[config.mk]
export PLATFORM = sky130hd
export DESIGN_NAME = display_scan_ctrl
export DESIGN_NICKNAME = d
export VERILOG_FILES = /design/src/rtl/display_pkg.sv /design/src/rtl/seg7_decode.sv /design/src/rtl/display_scan_ctrl.sv
export SDC_FILE = /design/constraint.sdc
export NUM_CORES = 1
export LEC_CHECK = 0
export CAP_MARGIN = 20
export CELL_PAD_IN_SITES_DETAIL_PLACEMENT = 1
export CELL_PAD_IN_SITES_GLOBAL_PLACEMENT = 1
export CORE_MARGIN = 1.5
export CORE_UTILIZATION = 45
export CTS_CLUSTER_SIZE = 24
export DETAILED_ROUTE_END_ITERATION = 16
export PLACE_DENSITY_LB_ADDON = 0.1
export SETUP_SLACK_MARGIN = 0.15
export SLEW_MARGIN = 0
export SYNTH_ARGS = -nofsm -noshare
export SYNTH_HDL_FRONTEND = slang
export SYNTH_SLANG_ARGS = --single-unit
export TNS_END_PERCENT = 10
[constraint.sdc]
create_clock -name clk_50MHz -period 3.67 [get_ports clk_50MHz]
set_clock_uncertainty 0.05 [all_clocks]
set_input_delay 0.9175 -clock clk_50MHz [delete_from_list [all_inputs] [get_ports clk_50MHz]]
set_output_delay 0.9175 -clock clk_50MHz [all_outputs]
set_load 0.02 [all_outputs]
[src/rtl/display_pkg.sv]
// Shared types and constants for the multiplexed 7-segment scan controller.
package display_pkg;

  localparam int unsigned SEG_W    = 7;
  localparam int unsigned NIBBLE_W = 4;

  typedef enum logic [1:0] {
    StIdle,
    StBlank,
    StDrive
  } scan_state_t;

  // Segment patterns {g,f,e,d,c,b,a}, active-high, indexed by hex nibble.
  localparam logic [SEG_W-1:0] SegLut [16] = '{
    7'h3F, 7'h06, 7'h5B, 7'h4F, 7'h66, 7'h6D, 7'h7D, 7'h07,
    7'h7F, 7'h6F, 7'h77, 7'h7C, 7'h39, 7'h5E, 7'h79, 7'h71
  };

  function automatic int unsigned max_u(input int unsigned a, input int unsigned b);
    return (a > b) ? a : b;
  endfunction

endpackage

[src/rtl/seg7_decode.sv]
// Combinational hex nibble to 7-segment pattern decoder.
module seg7_decode
  import display_pkg::*;
(
  input  logic [NIBBLE_W-1:0] nibble_i,
  output logic [SEG_W-1:0]    seg_o
);

  always_comb begin
    seg_o = SegLut[nibble_i];
  end

endmodule

[src/rtl/display_scan_ctrl.sv]
// Time-multiplexed digit scanner with blanking gaps and frame-aligned value commit.
// Optional build macro LEADING_ZERO_BLANK_EN suppresses segments of leading zero digits.
module display_scan_ctrl
  import display_pkg::*;
#(
  parameter int unsigned NUM_DIGITS   = 4,
  parameter int unsigned DRIVE_CYCLES = 49500,
  parameter int unsigned BLANK_CYCLES = 500
) (
  input  logic                         clk_50MHz,
  input  logic                         reset,
  input  logic                         enable,
  input  logic                         load,
  input  logic [NIBBLE_W*NUM_DIGITS-1:0] digits,
  output logic [SEG_W-1:0]             seg,
  output logic [NUM_DIGITS-1:0]        digit_en,
  output logic                         pending,
  output logic                         frame_done
);

  localparam int unsigned MaxCycles = max_u(DRIVE_CYCLES, BLANK_CYCLES);
  localparam int unsigned CntW      = ($clog2(MaxCycles) > 0) ? $clog2(MaxCycles) : 1;
  localparam int unsigned IdxW      = $clog2(NUM_DIGITS);
  localparam int unsigned DataW     = NIBBLE_W * NUM_DIGITS;

  localparam logic [CntW-1:0] DriveLast = CntW'(DRIVE_CYCLES - 1);
  localparam logic [CntW-1:0] BlankLast = CntW'(BLANK_CYCLES - 1);
  localparam logic [IdxW-1:0] IdxLast   = IdxW'(NUM_DIGITS - 1);

  scan_state_t           state_q, state_d;
  logic [CntW-1:0]       cnt_q, cnt_d;
  logic [IdxW-1:0]       idx_q, idx_d;
  logic [DataW-1:0]      pend_data_q, pend_data_d;
  logic                  pending_q, pending_d;
  logic [DataW-1:0]      shadow_q, shadow_d;
  logic [SEG_W-1:0]      seg_q, seg_d;
  logic [NUM_DIGITS-1:0] digit_en_q, digit_en_d;
  logic                  frame_done_q, frame_done_d;

  logic                  frame_end;
  logic [NIBBLE_W-1:0]   cur_nibble;
  logic [SEG_W-1:0]      dec_seg;
  logic                  lz_blank;

  // Digit mux into the single shared decoder.
  always_comb begin
    cur_nibble = '0;
    for (int unsigned i = 0; i < NUM_DIGITS; i++) begin
      if (idx_q == IdxW'(i)) begin
        cur_nibble = shadow_q[i*NIBBLE_W +: NIBBLE_W];
      end
    end
  end

  seg7_decode u_seg7_decode (
    .nibble_i (cur_nibble),
    .seg_o    (dec_seg)
  );

`ifdef LEADING_ZERO_BLANK_EN
  logic hi_zero;

  // Current digit and every more-significant digit zero; digit 0 always shows.
  always_comb begin
    hi_zero = 1'b1;
    for (int unsigned i = 0; i < NUM_DIGITS; i++) begin
      if ((IdxW'(i) >= idx_q) && (shadow_q[i*NIBBLE_W +: NIBBLE_W] != '0)) begin
        hi_zero = 1'b0;
      end
    end
    lz_blank = hi_zero && (idx_q != '0);
  end
`else
  assign lz_blank = 1'b0;
`endif

  // Scan sequencing.
  always_comb begin
    state_d   = state_q;
    cnt_d     = cnt_q;
    idx_d     = idx_q;
    frame_end = 1'b0;
    if (!enable) begin
      state_d = StIdle;
      cnt_d   = '0;
      idx_d   = '0;
    end else begin
      unique case (state_q)
        StIdle: begin
          state_d = StBlank;
          cnt_d   = '0;
          idx_d   = '0;
        end
        StBlank: begin
          if (cnt_q == BlankLast) begin
            state_d = StDrive;
            cnt_d   = '0;
          end else begin
            cnt_d = cnt_q + 1'b1;
          end
        end
        StDrive: begin
          if (cnt_q == DriveLast) begin
            state_d = StBlank;
            cnt_d   = '0;
            if (idx_q == IdxLast) begin
              idx_d     = '0;
              frame_end = 1'b1;
            end else begin
              idx_d = idx_q + 1'b1;
            end
          end else begin
            cnt_d = cnt_q + 1'b1;
          end
        end
        default: begin
          state_d = StIdle;
          cnt_d   = '0;
          idx_d   = '0;
        end
      endcase
    end
  end

  // Pending/shadow handling; a load coinciding with the commit bypasses to shadow.
  always_comb begin
    pend_data_d = pend_data_q;
    pending_d   = pending_q;
    shadow_d    = shadow_q;
    if (load) begin
      pend_data_d = digits;
    end
    if (frame_end) begin
      pending_d = 1'b0;
      if (load) begin
        shadow_d = digits;
      end else if (pending_q) begin
        shadow_d = pend_data_q;
      end
    end else if (load) begin
      pending_d = 1'b1;
    end
  end

  // Outputs follow the next state; shadow and idx are stable whenever DRIVE is entered or held.
  always_comb begin
    seg_d        = '0;
    digit_en_d   = '0;
    frame_done_d = frame_end;
    if (state_d == StDrive) begin
      digit_en_d = {{(NUM_DIGITS-1){1'b0}}, 1'b1} << idx_d;
      seg_d      = lz_blank ? '0 : dec_seg;
    end
  end

  always_ff @(posedge clk_50MHz or negedge reset) begin
    if (!reset) begin
      state_q      <= StIdle;
      cnt_q        <= '0;
      idx_q        <= '0;
      pend_data_q  <= '0;
      pending_q    <= 1'b0;
      shadow_q     <= '0;
      seg_q        <= '0;
      digit_en_q   <= '0;
      frame_done_q <= 1'b0;
    end else begin
      state_q      <= state_d;
      cnt_q        <= cnt_d;
      idx_q        <= idx_d;
      pend_data_q  <= pend_data_d;
      pending_q    <= pending_d;
      shadow_q     <= shadow_d;
      seg_q        <= seg_d;
      digit_en_q   <= digit_en_d;
      frame_done_q <= frame_done_d;
    end
  end

  assign seg        = seg_q;
  assign digit_en   = digit_en_q;
  assign pending    = pending_q;
  assign frame_done = frame_done_q;

endmodule

==> reports/qor.csv, run 1 <==
stage,metric,value,unit
grt,grt_pass1_vias,2362,
worst_hold_path,holdPathStages,1,
drt,wirelength,6.36,mm
clock_tree,cts_hold_buf,0,
yosys,syn-num-nets,307,
sta,max_slew_margin,56.3,%
yosys,syn_area,0.00310,mm2
yosys,synthSimpleGateAreaFrac,16.2,%
yosys,synthAdderAreaFrac,6.05,%
cells_and_area,nets,349,
grt,grt_pass1_wl,11.3,mm
yosys,async_flop_share,100,%
worst_hold_path,holdPathEnd,cnt_q[0],
sta,rsz0062_at_grt,false,
drt,drc_errors,0,
yosys,ys_types,42,
sta,tightest_slew,0.654,ns
power_and_ir_drop,p_leak,0.00166,uW
grt,grt_max_degree,47,
yosys,ys_seq_area_share,52.5,%
critical_path,path_max_fanout,9,
cells_and_area,layout-drive-gt1-share,19.1,%
sta,setup-violations-final,0,
drt,vias,2090,
floorplanning,die_area,0.00740,mm2
critical_path,r2r_slack,0.83,ns
yosys,synth_top_cell_area_share,52.5,%
yosys,synth_mux_area_share,12.3,%
yosys,synthCells,272,
floorplanning,initial_core_util,46.1,%
yosys,synth_area_leaders,"dfrtp_1 52%, mux2_2 12%, ha_1 6.1%",
drt,drtPass1Iterations,4,
critical_path,r2r-end,seg[6],
critical_path,startpoint_type,flop,
yosys,synth_ff_type,dfrtp_1,
job,drv_cap,0,
clock_tree,htreeDepth,3,
cells_and_area,stdcell_count,399,
power_and_ir_drop,p_sw,329,uW
critical_path,worstSetupPathType,reg -> reg,
cells_and_area,multi_input_area,0.00138,mm2
yosys,ys_warn_count,0,
yosys,synth-compound-area-share,6.17,%
floorplanning,placement_rows,30,
clock_tree,post-cts-setup-buffers,0,
sta,fin_tns_setup,0,ns
clock_tree,root_buffer,clkbuf_8,
yosys,synth_edf_count,0,
worst_hold_path,hp-class,reg -> reg,
critical_path,worstSetupStartpoint,cnt_q[0],
critical_path,ff2ff_path_depth,7,
clock_tree,clk_pin_slew,0.07,ns
critical_path,end_kind,flop,
floorplanning,die_x,86.0,um
sta,max_freq,0.352,GHz
power_and_ir_drop,ir_worst_vdd,0.000193,V
drt,avgViaCountPerCell,5.24,
yosys,synth_top_cell_by_area,dfrtp_1,
clock_tree,post_cts_resized,0,
clock_tree,cts_made_buffers,9,
cells_and_area,antennaDiodeCount,0,
sta,timing_hold_violations_final,0,
cells_and_area,area_growth,22.2,%
yosys,avgSynthCellArea,11.4,um2
status,status,"finished, final reports clean",
yosys,synth.ff_latch_count,65,
yosys,synth_xor_area_share,3.95,%
grt,antenna_found_initial,0,
cells_and_area,area.sequential,0.00163,mm2
placement,place_hpwl,4.50,mm
worst_hold_path,hold_start,cnt_q[0],
grt,grt_util_all_layers,19.9,%
power_and_ir_drop,seq_power_share,47.0,%
yosys,synth_top_family_by_area,simple AND/OR/NAND/NOR gates,
cells_and_area,fill_cells,712,
power_and_ir_drop,pwr_density_cell,416,mW/mm2
critical_path,worstPathRequired,3.81,ns
power_and_ir_drop,combPwrFrac,5.3,%
clock_tree,insertion_delay,0.35,ns
critical_path,arrival,2.99,ns
power_and_ir_drop,netSwitchingFraction,20.9,%
drt,final_antenna_net_count,0,
power_and_ir_drop,p_int,1250,uW
drt,wl_per_cell,15.9,um
grt,grt_overflow,0,
clock_tree,cts_buffer_depth,2,
floorplanning,core_region_area,0.00672,mm2
placement,io_buffers,32,
placement,placed_cells,382,
sta,fin_crit_sh,77.5,%
clock_tree,cts_tree,yes,
floorplanning,io_pins,33,
clock_tree,clock_sinks,65,
placement,place_congestion,0.811,
power_and_ir_drop,clkPwrFrac,47.7,%
drt,drt_iter0_markers,43,
cells_and_area,fin_util,56.4,%
floorplanning,fp.dieH,86.0,um
sta,report.final.slew_viol_count,0,
sta,min_period,2.84,ns
critical_path,timing.rr.start,cnt_q[0],
==> sequential cells by signal (all words and copies together), names as in the netlist <==
register	flops
cnt_q	16
digit_en	4
frame_done	1
idx_q	2
pend_data_q	16
pending	1
seg	7
shadow_q	16
state_q	2
==> per-layer routing <==
metal | part of all wire, % | vias up | global-route usage, % | routed length, um
met5 | 0 | - | 0 | 0
met4 | 1.5 | 0 | 8.06 | 97
met3 | 3.6 | 9 | 5.77 | 231
met1 | 43 | 1040 | 22.6 | 2720
met2 | 52 | 25 | 35.0 | 3300
li1 | - | 1016 | - | -
==> power by group through the flow <==
stage	logic, uW	registers [uW]	clock network (uW)
final	83.7	740	752
after global routing	94.2	742	796
after CTS	82.8	740	765
after detailed placement	82.0	754	0
after global placement	80.4	753	0
after floorplan	36.5	752	0
==> critical path: stages (launching register included) <==
cell and delay [ns]:
dfrtp_1 0.37, ha_1 0.21, or4b_1 0.46, or4_1 0.72, and2_0 0.23, o221a_2 0.29, nand2_1 0.27, a221oi_1 0.09
==> per-stage QoR <==
step / worst slack [ns] / area [um2] / hold WS [ns] / power (uW)
after CTS: 0.800 / 3760 / 0.422 / 1590
final: 0.826 / 3790 / 0.416 / 1580
after floorplan: 0.960 / 3100 / 0.383 / 789
after global placement: 0.884 / 3520 / 0.393 / 833
after detailed placement: 0.807 / 3520 / 0.413 / 836
after global routing: 0.528 / 3790 / 0.432 / 1630
==> cell usage in the layout (no fill, tap or decap), drive strengths merged, types with 3 or more instances in the layout <==
cell            n
nand2b          3
and3            3
bufinv          3
clkbuf         11
inv            14
o21ai           6
clkdlybuf4s50  31
and2            4
nor2b           5
xnor2           5
nor2           29
xor2            9
dfrtp          65
ha             15
nand4           3
nand3          10
nand2          25
a21oi           8
a221oi          4
nor3            4
buf             7
mux2           32
==> cell families (layout without fill, tap and decap cells) <==
group	Yosys count	count (layout)
mux	34	34
fa+ha+maj	15	15
buf+inv	21	68
simple gates	96	96
flops	65	65
xor+xnor	14	14
compound gates	27	27
==> how the worst max path moves through the flow <==
stage                              end  slack, ns  cells past startpoint
after detailed placement        seg[4]       0.81                      7
after CTS                       seg[4]       0.80                      7
after floorplan           shadow_q[10]       0.96                      7
after global placement     digit_en[3]       0.88                      7
final                           seg[6]       0.83                      7
after global routing            seg[4]       0.53                      7
==> synth_stat cells, types with 2 or more instances <==
master    count
o21ai_0       6
clkbuf_1      4
nand2b_1      3
inv_1        14
xor2_1        9
nor2b_1       4
or4b_1        2
ha_1         15
nand2_1      25
mux2_2       32
o211ai_1      2
or3_1         2
nand3_1       9
a21oi_1       8
a22oi_1       2
nor3_1        3
dfrtp_1      65
nand4_1       3
xnor2_1       5
and2_1        3
and3_1        3
nor2_1       29
a221oi_1      4
mux2i_1       2
==> layout make-up <==
cell class / count / share of cell area [%]
inverter: 14 / 1.39
clock inverter: 5 / 2.71
tap: 80 / 2.64
sequential: 65 / 42.9
multi-input combinational: 186 / 36.5
timing repair buffer: 38 / 10.0
clock buffer: 11 / 3.73
No activity file was read; power rests on OpenSTA's default activity.
==> run 2: changes to the inputs <==
--- a/config.mk
+++ b/config.mk
@@ -9,7 +9,7 @@
 export CELL_PAD_IN_SITES_DETAIL_PLACEMENT = 1
 export CELL_PAD_IN_SITES_GLOBAL_PLACEMENT = 1
 export CORE_MARGIN = 1.5
-export CORE_UTILIZATION = 45
+export CORE_UTILIZATION = 41
 export CTS_CLUSTER_SIZE = 24
 export DETAILED_ROUTE_END_ITERATION = 16
 export PLACE_DENSITY_LB_ADDON = 0.1
==> constraint.sdc (replaced) <==
create_clock -name clk_50MHz -period 2.3 [get_ports clk_50MHz]
set_clock_uncertainty 0.05 [all_clocks]
set_input_delay 0.575 -clock clk_50MHz [delete_from_list [all_inputs] [get_ports clk_50MHz]]
set_output_delay 0.575 -clock clk_50MHz [all_outputs]
set_load 0.02 [all_outputs]
==> reports/qor.csv, run 2 (synthesis gave the netlist of run 1 again) <==
stage,metric,value,unit,change
clock_tree,clock_sinks,65,,unchanged
sta,tightest_slew,0.573,ns,-0.0813 ns
critical_path,cpMaxStageDelayCell,or4_4,,
critical_path,path_cells,or4bb_1 -> or4_4 -> or4_4 -> a31oi_4 -> nand3_2 -> nor2_1,,
sta,max_slew_margin,61.5,%,+5.2 points
job,drv_cap,0,,unchanged
power_and_ir_drop,clkPwrFrac,47.8,%,about the same
power_and_ir_drop,p_sw,537,uW,+63%
grt,grt_pass1_vias,2526,,+6.9%
worst_hold_path,hp-class,in -> async,,
drt,avgViaCountPerCell,5.02,,-4.2%
grt,grt_util_all_layers,19.2,%,-0.71 points
cells_and_area,layout-drive-gt1-share,33.3,%,+14 points
critical_path,timing.rr.start,cnt_q[5],,
critical_path,cpPeakStageDelay,0.60,ns,-0.12 ns
grt,grt_overflow,0,,unchanged
drt,final_antenna_net_count,0,,unchanged
sta,max_freq,0.399,GHz,+13%
floorplanning,placement_rows,31,,+3.3%
grt,grt_max_degree,66,,+40%
drt,drc_errors,0,,unchanged
grt,grt_pass1_wl,12.3,mm,+8.9%
drt,wirelength,7.02,mm,+10%
power_and_ir_drop,seq_power_share,46.5,%,-0.5 points
power_and_ir_drop,pwr_density_cell,596,mW/mm2,+43%
drt,vias,2273,,+8.8%
cells_and_area,nets,384,,+10%
power_and_ir_drop,netSwitchingFraction,21.2,%,+0.29 points
critical_path,cp_top_family,simple AND/OR/NAND/NOR gates,,
sta,report.final.slew_viol_count,0,,unchanged
power_and_ir_drop,p_leak,0.00189,uW,+14%
critical_path,worstSetupPathType,reg -> reg,,
cells_and_area,antennaDiodeCount,0,,unchanged
critical_path,r2r_slack,-0.21,ns,-1.03 ns
floorplanning,die_x,90.0,um,+4.6%
drt,drt_iter0_markers,39,,-9.3%
grt,antenna_found_initial,0,,unchanged
cells_and_area,area_growth,37.4,%,
cells_and_area,fill_cells,799,,+12%
critical_path,worstPathRequired,2.52,ns,-1.29 ns
clock_tree,insertion_delay,0.34,ns,about the same
clock_tree,root_buffer,clkbuf_8,,
floorplanning,die_area,0.00809,mm2,+9.4%
power_and_ir_drop,ir_worst_vdd,0.000341,V,+77%
critical_path,path_max_fanout,5,,-4
sta,fin_hold_ws,0.184,ns,-0.231 ns
cells_and_area,area.sequential,0.00163,mm2,unchanged
sta,fin_crit_sh,109,%,+32 points
placement,place_hpwl,4.86,mm,+7.9%
sta,rsz0062_at_grt,true,,
cells_and_area,multi_input_area,0.00152,mm2,+9.9%
critical_path,startpoint_type,flop,,
placement,place_congestion,0.821,,+1.2%
floorplanning,io_pins,33,,unchanged
cells_and_area,mostFrequentLayoutCell,dfrtp_1,,
floorplanning,core_region_area,0.00729,mm2,+8.5%
clock_tree,clk_pin_slew,0.08,ns,about the same
floorplanning,fp.dieH,90.0,um,+4.6%
critical_path,r2r-end,digit_en[1],,
cells_and_area,final_cell_mix,"65 x dfrtp_1, 36 x buf_4, 31 x clkdlybuf4s50_1, 28 x nor2_1, 24 x nand2_1",,
critical_path,cp_common_cell,or4_4,,
floorplanning,initial_core_util,42.5,%,-3.6 points
drt,drtPass1Iterations,4,,unchanged
critical_path,path_depth,6,,-1
power_and_ir_drop,p_int,2000,uW,+61%
clock_tree,htreeDepth,3,,unchanged
clock_tree,cts_made_buffers,9,,unchanged
clock_tree,cts_tree,yes,,
sta,layout_setup_ws,-0.208,ns,-1.03 ns
critical_path,worstSetupStartpoint,cnt_q[5],,
status,status,"complete, but fails checks",,
critical_path,path_buf_inv,0,,unchanged
critical_path,end_kind,flop,,
placement,dp_slack,-0.392,ns,-1.20 ns
cells_and_area,reg_top3,"cnt_q: 16 flops, pend_data_q: 16 flops, shadow_q: 16 flops",,
sta,min_period,2.51,ns,-0.336 ns
sta,setup-violations-final,45,,+45
status,violations,setup timing,,
power_and_ir_drop,combPwrFrac,5.7,%,+0.4 points
sta,timing_hold_violations_final,0,,unchanged
clock_tree,cts_buffer_depth,2,,unchanged
critical_path,arrival,2.72,ns,-0.27 ns
placement,io_buffers,32,,unchanged
drt,wl_per_cell,15.5,um,-2.7%
critical_path,ff2ff_path_depth,6,,-1
critical_path,crit_end,digit_en[1],,
==> run 2: cell types whose count changed in the layout (fill, tap and decap cells not counted), moves of 4 or more <==
cell / before / now
ha_1: 15 / 11
buf_12: 0 / 5
mux2_4: 0 / 14
mux2_2: 32 / 18
buf_4: 5 / 36
ha_2: 0 / 4
==> run 2: layout make-up <==
type | count | share of cell area [%]
inverters | 14 | 1.23
clock inverters | 6 | 2.70
repair buffers | 73 | 16.1
clock buffers | 10 | 3.23
well taps | 99 | 2.91
multi-input cells | 186 | 35.7
flip-flops and latches | 65 | 38.2
==> run 2: how the worst min path moves through the flow <==
| stage | startpoint | endpoint | slack (ns) | cells after the start |
|---|---|---|---|---|
| 2_1_floorplan | reset | cnt_q[0] | 0.23 | 0 |
| 3_5_place_dp | pend_data_q[4] | pend_data_q[4] | 0.44 | 1 |
| 6_report | reset | pend_data_q[10] | 0.18 | 2 |
| 3_3_place_gp | pend_data_q[4] | pend_data_q[4] | 0.43 | 1 |
| 5_1_grt | reset | pend_data_q[14] | 0.21 | 2 |
| 4_1_cts | reset | pend_data_q[10] | 0.19 | 2 |
==> run 2: metal layers <==
metal  up-vias  global-route usage, %  wire [um]
met1      1144                   23.0       3090
met3        12                   4.57        157
li1       1090                      -          -
met4         0                   6.88        131
met2        27                   33.5       3640
met5         -                      0          0
==> run 2: timing repair <==
item / in CTS / in global routing
pin swaps: 7 / 0
resized for setup: 13 / 15
setup buffers: 3 / 1
setup endpoints to repair: 49 / 48
hold buffers: 0 / 0
==> run 2: power by group through the flow <==
stage / Combinational [uW] / Clock, uW / Sequential [uW]
floorplan: 59.4 / 0 / 1200
global placement: 141 / 0 / 1200
detailed placement: 143 / 0 / 1200
CTS: 146 / 1240 / 1180
global route: 162 / 1290 / 1180
finish: 146 / 1210 / 1180
==> run 2: stage by stage <==
step | setup TNS [ns] | power [uW] | util, % | std cells | instance area (um2)
global route | -6.56 | 2630 | 58.4 | 453 | 4260
finish | -2.83 | 2540 | 58.4 | 453 | 4260
detailed placement | -9.68 | 1350 | 53.1 | 433 | 3870
global placement | -7.48 | 1340 | 53.1 | 433 | 3870
floorplan | -7.46 | 1260 | - | 272 | 3140
CTS | -2.82 | 2570 | 57.6 | 452 | 4200
==> run 3: changes to the inputs <==
--- a/config.mk
+++ b/config.mk
@@ -7,9 +7,9 @@
 export LEC_CHECK = 0
 export CAP_MARGIN = 20
 export CELL_PAD_IN_SITES_DETAIL_PLACEMENT = 1
-export CELL_PAD_IN_SITES_GLOBAL_PLACEMENT = 1
+export CELL_PAD_IN_SITES_GLOBAL_PLACEMENT = 2
 export CORE_MARGIN = 1.5
-export CORE_UTILIZATION = 41
+export CORE_UTILIZATION = 34
 export CTS_CLUSTER_SIZE = 24
 export DETAILED_ROUTE_END_ITERATION = 16
 export PLACE_DENSITY_LB_ADDON = 0.1
==> reports/qor.csv, run 3 (synthesis gave the netlist of run 1 again) <==
stage,metric,value,unit,change
power_and_ir_drop,p_leak,0.00190,uW,+0.36%
sta,fin_crit_sh,109,%,-0.28 points
critical_path,worstSetupPathType,reg -> reg,,
cells_and_area,final_cell_mix,"65 x dfrtp_1, 40 x buf_4, 31 x clkdlybuf4s50_1, 24 x nand2_1, 19 x mux2_2",,
critical_path,worstPathRequired,2.52,ns,about the same
drt,drc_errors,0,,unchanged
critical_path,end_kind,flop,,
status,status,"complete, but fails checks",,
sta,report.final.slew_viol_count,0,,unchanged
drt,avgViaCountPerCell,4.84,,-3.6%
placement,io_buffers,32,,unchanged
power_and_ir_drop,pwr_density_cell,587,mW/mm2,-1.5%
critical_path,arrival,2.72,ns,about the same
clock_tree,root_buffer,clkbuf_8,,
clock_tree,cts_made_buffers,9,,unchanged
floorplanning,initial_core_util,35.4,%,-7.1 points
clock_tree,cts_tree,yes,,
grt,grt_pass1_wl,11.9,mm,-3.2%
power_and_ir_drop,p_sw,534,uW,-0.61%
floorplanning,placement_rows,34,,+9.7%
floorplanning,io_pins,33,,unchanged
cells_and_area,antennaDiodeCount,0,,unchanged
drt,wirelength,6.99,mm,-0.50%
power_and_ir_drop,p_int,2000,uW,-0.24%
grt,grt_max_degree,66,,unchanged
clock_tree,htreeDepth,3,,unchanged
drt,vias,2254,,-0.84%
drt,final_antenna_net_count,0,,unchanged
critical_path,ff2ff_path_depth,6,,unchanged
drt,wl_per_cell,15.0,um,-3.3%
floorplanning,die_x,98.5,um,+9.5%
sta,timing_hold_violations_final,0,,unchanged
grt,grt_overflow,0,,unchanged
cells_and_area,nets,388,,+1.0%
cells_and_area,reg_top3,"cnt_q: 16 flops, pend_data_q: 16 flops, shadow_q: 16 flops",,
cells_and_area,area_growth,39.1,%,
status,violations,setup timing,,
sta,rsz0062_at_grt,true,,
grt,antenna_found_initial,0,,unchanged
cells_and_area,fin_util,49.2,%,-9.2 points
power_and_ir_drop,netSwitchingFraction,21.1,%,-0.062 points
grt,grt_util_all_layers,15.6,%,-3.6 points
drt,drt_iter0_markers,84,,+120%
placement,place_congestion,0.791,,-3.7%
clock_tree,clk_pin_slew,0.08,ns,about the same
sta,tightest_slew,0.596,ns,+0.0232 ns
power_and_ir_drop,p_total,2530,uW,-0.31%
placement,place_hpwl,4.82,mm,-0.67%
critical_path,startpoint_type,flop,,
cells_and_area,layout-drive-gt1-share,34.1,%,+0.74 points
power_and_ir_drop,combPwrFrac,5.9,%,+0.2 points
floorplanning,die_area,0.00970,mm2,+20%
clock_tree,clock_sinks,65,,unchanged
sta,max_slew_margin,60.0,%,-1.6 points
sta,fin_hold_ws,0.195,ns,+0.0109 ns
power_and_ir_drop,seq_power_share,46.7,%,+0.2 points
grt,grt_pass1_vias,2475,,-2.0%
job,drv_cap,0,,unchanged
critical_path,path_max_fanout,5,,unchanged
sta,max_freq,0.400,GHz,+0.26%
worst_hold_path,hp-class,in -> async,,
floorplanning,fp.dieH,98.5,um,+9.5%
clock_tree,insertion_delay,0.34,ns,about the same
drt,drtPass1Iterations,4,,unchanged
power_and_ir_drop,clkPwrFrac,47.5,%,-0.3 points
power_and_ir_drop,ir_worst_vdd,0.000278,V,-19%
sta,setup-violations-final,29,,-36%
sta,min_period,2.50,ns,-0.00650 ns
critical_path,r2r_slack,-0.20,ns,about the same
clock_tree,cts_buffer_depth,2,,unchanged
floorplanning,core_region_area,0.00876,mm2,+20%
cells_and_area,mostFrequentLayoutCell,dfrtp_1,,
sta,layout_setup_ws,-0.202,ns,+0.00650 ns
run 3: changes by cell type in the layout (fill, tap and decap cells not counted), moves of 2 or more:
cell      change
clkinv_4      -2
nor2_4        +7
buf_4         +4
nor2_2        +3
nor2_1       -10
ha_1          +2
ha_2          -2
run 3: path summary, 6_finish.rpt:
kind,start,to
worst min-delay path,reset,pend_data_q[8]
min in group clk_50MHz,pend_data_q[4],pend_data_q[4]
max in group asynchronous,reset,state_q[1]
worst max-delay path,cnt_q[9],digit_en[3]
worst min register to register,pend_data_q[4],pend_data_q[4]
worst max register to register,cnt_q[9],digit_en[3]
run 3: power groups by stage:
stage / clock network, uW / logic, uW / registers [uW]
CTS: 1240 / 153 / 1180
global placement: 0 / 143 / 1200
finish: 1200 / 148 / 1180
floorplan: 0 / 59.4 / 1200
global route: 1290 / 166 / 1180
detailed placement: 0 / 146 / 1200
run 3: metrics by stage:
step / instance area (um2) / setup WS, ns / std cells / TNS, ns
after global placement: 3920 / -0.311 / 446 / -6.21
final: 4310 / -0.202 / 466 / -1.95
after global routing: 4310 / -0.273 / 466 / -4.32
after floorplan: 3140 / -0.307 / 272 / -7.46
after CTS: 4260 / -0.227 / 462 / -2.74
after detailed placement: 3920 / -0.379 / 446 / -7.14
run 3: layer usage:
| layer | GRT usage (%) | wire length (um) | up-vias |
|---|---|---|---|
| li1 | - | - | 1086 |
| met1 | 19.0 | 3060 | 1136 |
| met2 | 27.0 | 3630 | 26 |
| met3 | 3.76 | 219 | 6 |
| met4 | 5.20 | 81 | 0 |
| met5 | 0 | 0 | - |
run 3: repair_timing:
action | 4_1_cts | 5_1_grt
pin swaps | 20 | 1
hold endpoints to repair | 0 | 0
buffers inserted | 0 | 4
gates resized for setup | 28 | 7
cloned | 0 | 0
endpoints found under the setup margin | 49 | 48
hold buffers | 0 | 0
run 3: final cells by class:
type	count	area [um2]
clock buffer	11	141
tap	108	135
inverter	14	52.6
sequential	65	1630
timing repair buffer	77	716
fill	933	4450
clock inverter	5	103
multi-input combinational	186	1540
run 3: critical path, cell delays in order (launching register included):
cell     delay, ns
dfrtp_1       0.38
or4b_4        0.54
or4_4         0.58
or4_4         0.46
a31oi_4       0.21
nand3_2       0.11
nor2b_2       0.11
